<file path="src/rtl/alu_pkg.sv">
// Shared ALU datapath definitions: default operand/shift widths and the
// state encoding for the sequential right shifter.
package alu_pkg;

    localparam int ALU_WIDTH = 8;
    localparam int SHIFT_W   = 4;

    typedef enum logic [1:0] {
        IDLE  = 2'd0,
        SHIFT = 2'd1,
        DONE  = 2'd2
    } shr_state_t;

endpackage : alu_pkg

</file>
<file path="src/rtl/shift_right_seq.sv">
// Sequential right shifter: takes an operand and a shift amount on a start
// pulse, shifts one position per clock with zero or sign fill, and presents
// the result plus the last bit shifted out alongside a one-cycle done pulse.
module shift_right_seq
    import alu_pkg::*;
#(
    parameter int WIDTH = ALU_WIDTH,
    parameter int SHW   = SHIFT_W
) (
    input  logic             clk,
    input  logic             rst_n,
    input  logic             start,
    input  logic [WIDTH-1:0] A,
    input  logic [SHW-1:0]   Shift,
    input  logic             Arith,
    output logic             busy,
    output logic             done,
    output logic [WIDTH-1:0] ASR,
    output logic             Carry
);

    shr_state_t       state;
    logic [SHW-1:0]   count;
    logic [WIDTH-1:0] work;
    logic             fill;
    logic             work_carry;

    // Next value of the work register for one serial shift step; the bit
    // leaving position 0 becomes the working carry.
    logic [WIDTH-1:0] work_shifted;
    assign work_shifted = {fill, work[WIDTH-1:1]};

    // Control FSM and datapath: load on accept, shift once per cycle, and
    // register the result/carry on the edge that enters DONE so they line up
    // with the done pulse. Shifts >= WIDTH need no special case: the fill bit
    // simply keeps streaming in.
    always_ff @(posedge clk) begin
        // NOTE: reset is synchronous here, so it lives inside the clocked
        // block with no rst_n in the sensitivity list; every register,
        // including the datapath, is cleared so state after reset is known.
        if (!rst_n) begin
            state      <= IDLE;
            count      <= '0;
            work       <= '0;
            fill       <= 1'b0;
            work_carry <= 1'b0;
            busy       <= 1'b0;
            done       <= 1'b0;
            ASR        <= '0;
            Carry      <= 1'b0;
        end else begin
            // NOTE: non-blocking assignments throughout, so every right-hand
            // side sees the value from before this edge (e.g. work[0] below is
            // the pre-shift bit, not the freshly shifted one).
            done <= 1'b0;
            case (state)
                IDLE: begin
                    if (start) begin
                        work       <= A;
                        count      <= Shift;
                        fill       <= Arith & A[WIDTH-1];
                        work_carry <= 1'b0;
                        busy       <= 1'b1;
                        if (Shift == '0) begin
                            // Zero shift: result is the operand, carry is 0.
                            state <= DONE;
                            done  <= 1'b1;
                            ASR   <= A;
                            Carry <= 1'b0;
                        end else begin
                            state <= SHIFT;
                        end
                    end
                end

                SHIFT: begin
                    work       <= work_shifted;
                    work_carry <= work[0];
                    count      <= count - 1'b1;
                    if (count == SHW'(1)) begin
                        state <= DONE;
                        done  <= 1'b1;
                        ASR   <= work_shifted;
                        Carry <= work[0];
                    end
                end

                DONE: begin
                    // start is deliberately ignored here; ASR/Carry hold.
                    state <= IDLE;
                    busy  <= 1'b0;
                end

                default: begin
                    state <= IDLE;
                    busy  <= 1'b0;
                end
            endcase
        end
    end

endmodule : shift_right_seq

</file>
<file path="config.mk">
export PLATFORM = sky130hd
export DESIGN_NAME = shift_right_seq
export DESIGN_NICKNAME = d
export VERILOG_FILES = /design/src/rtl/alu_pkg.sv /design/src/rtl/shift_right_seq.sv
export SDC_FILE = /design/constraint.sdc
export NUM_CORES = 1
export LEC_CHECK = 0
export CAP_MARGIN = 20
export CORE_UTILIZATION = 50
export DETAILED_ROUTE_END_ITERATION = 10
export HOLD_SLACK_MARGIN = 0.03
export PLACE_DENSITY = 0.87
export SLEW_MARGIN = 15
export SYNTH_ARGS = -nofsm -noshare
export SYNTH_HDL_FRONTEND = slang
export SYNTH_SLANG_ARGS = --single-unit
</file>
<file path="constraint.sdc">
create_clock -name clk -period 1.55 [get_ports clk]
set_input_delay 0.2325 -clock clk [delete_from_list [all_inputs] [get_ports clk]]
set_output_delay 0.2325 -clock clk [all_outputs]
set_load 0.02 [all_outputs]
</file>
==> flow_metrics.tcl <==
set metrics [dict create \
    status "finished clean" \
    routed-via-count 1231 \
    fill_cells 196 \
    hpwl_um 2290 \
    ys_types 34 \
    crit_start "ASR[2]$_SDFFE_PN0P_" \
    ff2ff_setup_slack_ns 0.05 \
    io_pins 27 \
    clkTransAtPathRegs_ns 0.14 \
    fin_worst_skew_ns 0.00842 \
    ys_top_cells_by_area "dfxtp_1, o221a_2, o2111a_1, nor3b_1, nand4b_1" \
    grt_antenna_before_repair 0 \
    worst-path-max-fanout 2 \
    synthCells 145 \
    grt.total_usage_pct 24.6 \
    worst_pin_slew_ns 0.378 \
    setup_viol 0 \
    worstSetupStartpointType "flip-flop" \
    clk_latency_ns 0.32 \
    fin_setup_tns_ns 0 \
    clk_path_buf_depth 2 \
    synth_seq_cells 26 \
    post_cts_resized 0 \
    synth.yosys.seq_area_share_pct 38.9 \
    max_stage_delay_ns 0.61 \
    crit_required_ns 1.32 \
    hp-start "Carry$_SDFFE_PN0P_" \
    reg2reg_depth 6 \
    slew_violations 0 \
    overflow 0 \
    rows 18 \
    hold_end "Carry$_SDFFE_PN0P_" \
    final_common_cell "dfxtp_1" \
    fmax_mhz 659 \
    whs_ns 0.470 \
    powerDensity_nw_per_um2 838 \
    critPathSlowestCell "clkdlybuf4s50_1" \
    synth-edff-count 0 \
    holdPathStages 2 \
    drt_iter0_markers 29 \
    crit_family "buffers and inverters" \
    cts_buffers 3 \
    clockRootBuffer "clkbuf_4" \
    timing.final.hold_violations 0 \
    synth_area_per_cell_um2 9.22 \
    ff_latch_area_um2 522 \
    min_period_ns 1.52 \
    worstReg2RegStart "count[1]$_SDFFE_PN0P_" \
    die_h_um 53.7 \
    hp-class "reg2reg" \
    drtAntennaViolNets 0 \
    multi_input_area_um2 696 \
    grt_max_degree 27 \
    postCtsSetupBuffers 0 \
    vias_per_cell 5.89 \
    area_growth_pct 32.2 \
    crit_chain "clkdlybuf4s50_1" \
    initial_core_util_pct 53.5 \
    drc 0 \
    synth_top_area_share_pct 38.9 \
    r2r-end "ASR[1]$_SDFFE_PN0P_" \
    ir_worst_vdd_mv 0.449 \
    wl_per_cell_um 15.9 \
    end_kind "primary output" \
    synth_area_um2 1340 \
    dieArea_um2 2890 \
    yosysTopAreaCell "dfxtp_1" \
    crit_buf_inv 1 \
    final_net_count 199 \
    grt_pass1_vias 1188 \
    worstPathArrival_ns 1.29 \
    ys.flop_type "dfxtp_1" \
    drv_cap 0 \
    dp_slack_ns -0.163 \
    dpl.cell_count 206 \
    postLayoutCoreUtil_pct 70.7 \
    grt_pass1_wl_um 5090 \
    die_w_um 53.7 \
    cts_tree "yes" \
    synth-async-reset-ratio_pct 0 \
    setup_ws_ns 0.0317 \
    finalCritPeriodShare_pct 98.0 \
    yosysWarnings 0 \
    final_layout_size_suffix_gt1_share_pct 21.2 \
    drt_first_pass_iters 4 \
    fp.coreArea_um2 2500 \
    cts-htree-levels 1 \
    leakagePower_nw 0.819 \
    antenna_cells 0 \
    crit_type "reg2out" \
    cts_sinks 26 \
    syn_nets 163 \
    final_cell_mix "dfxtp_1, buf_4, clkdlybuf4s50_1" \
    globalplace.congestion 0.833 \
    post_layout_nonfiller_instances 209 \
    totalWireLength_um 3330 \
    slew_headroom_pct 74.7 \
    io_buffers 26 \
    hold_buffers 0 \
]
synth_stat cells, drive strengths merged (2+ instances only):
cell     n
dfxtp   26
inv     12
a21oi   11
nor3b   10
buf      9
o221a    9
nand3    8
nand4b   8
o2111a   8
clkbuf   6
nand2b   5
nor2     4
a22oi    3
nand2    3
o21ai    3
a21boi   2
ha       2
nand4    2
nor2b    2
where the power goes:
part / total [mW] / leakage, nW / internal (mW) / switching (mW)
clock: 0.288 / 0.0138 / 0.0910 / 0.197
combinational: 0.417 / 0.592 / 0.216 / 0.201
sequential: 0.776 / 0.214 / 0.730 / 0.0465
routing by layer:
layer | track usage [%] | wire [um]
met1 | 29.1 | 1500
met2 | 42.6 | 1660
met3 | 4.24 | 147
met4 | 11.8 | 28
met5 | 0 | 0
layout make-up:
class	instances	area share, %
Clock buffer	3	1.27
Tap cell	30	2.12
Timing Repair Buffer	46	25.2
Multi-Input combinational cell	92	39.3
Inverter	12	2.55
Sequential cell	26	29.5
registers in the layout (all words and copies together), names as in the netlist:
name / flops
work: 8
count: 4
busy: 1
Carry: 1
done: 1
fill: 1
ASR: 8
state: 2
worst max-delay path by stage:
stage,endpoint,slack [ns],cells past startpoint
4_1_cts,ASR[0],0.01,1
2_1_floorplan,ASR[0]$_SDFFE_PN0P_,0.21,6
3_5_place_dp,ASR[4]$_SDFFE_PN0P_,-0.16,6
6_report,ASR[2],0.03,1
3_3_place_gp,ASR[4]$_SDFFE_PN0P_,-0.13,6
5_1_grt,ASR[2],-0.01,1
cell families after synthesis:
group	Yosys count	synth area share [%]
AOI/OAI and AO/OA	42	26.3
adders and majority gates	2	1.87
buffers and inverters	27	9.54
DFF	26	38.9
and+or+nand+nor	48	23.4
through the flow:
step,area (um^2),power [mW]
after detailed placement,1720,1.20
final,1770,1.48
after global placement,1720,1.18
after CTS,1740,1.48
after global routing,1770,1.56
after floorplan,1340,1.03
Power figures use the tool's default switching activity.
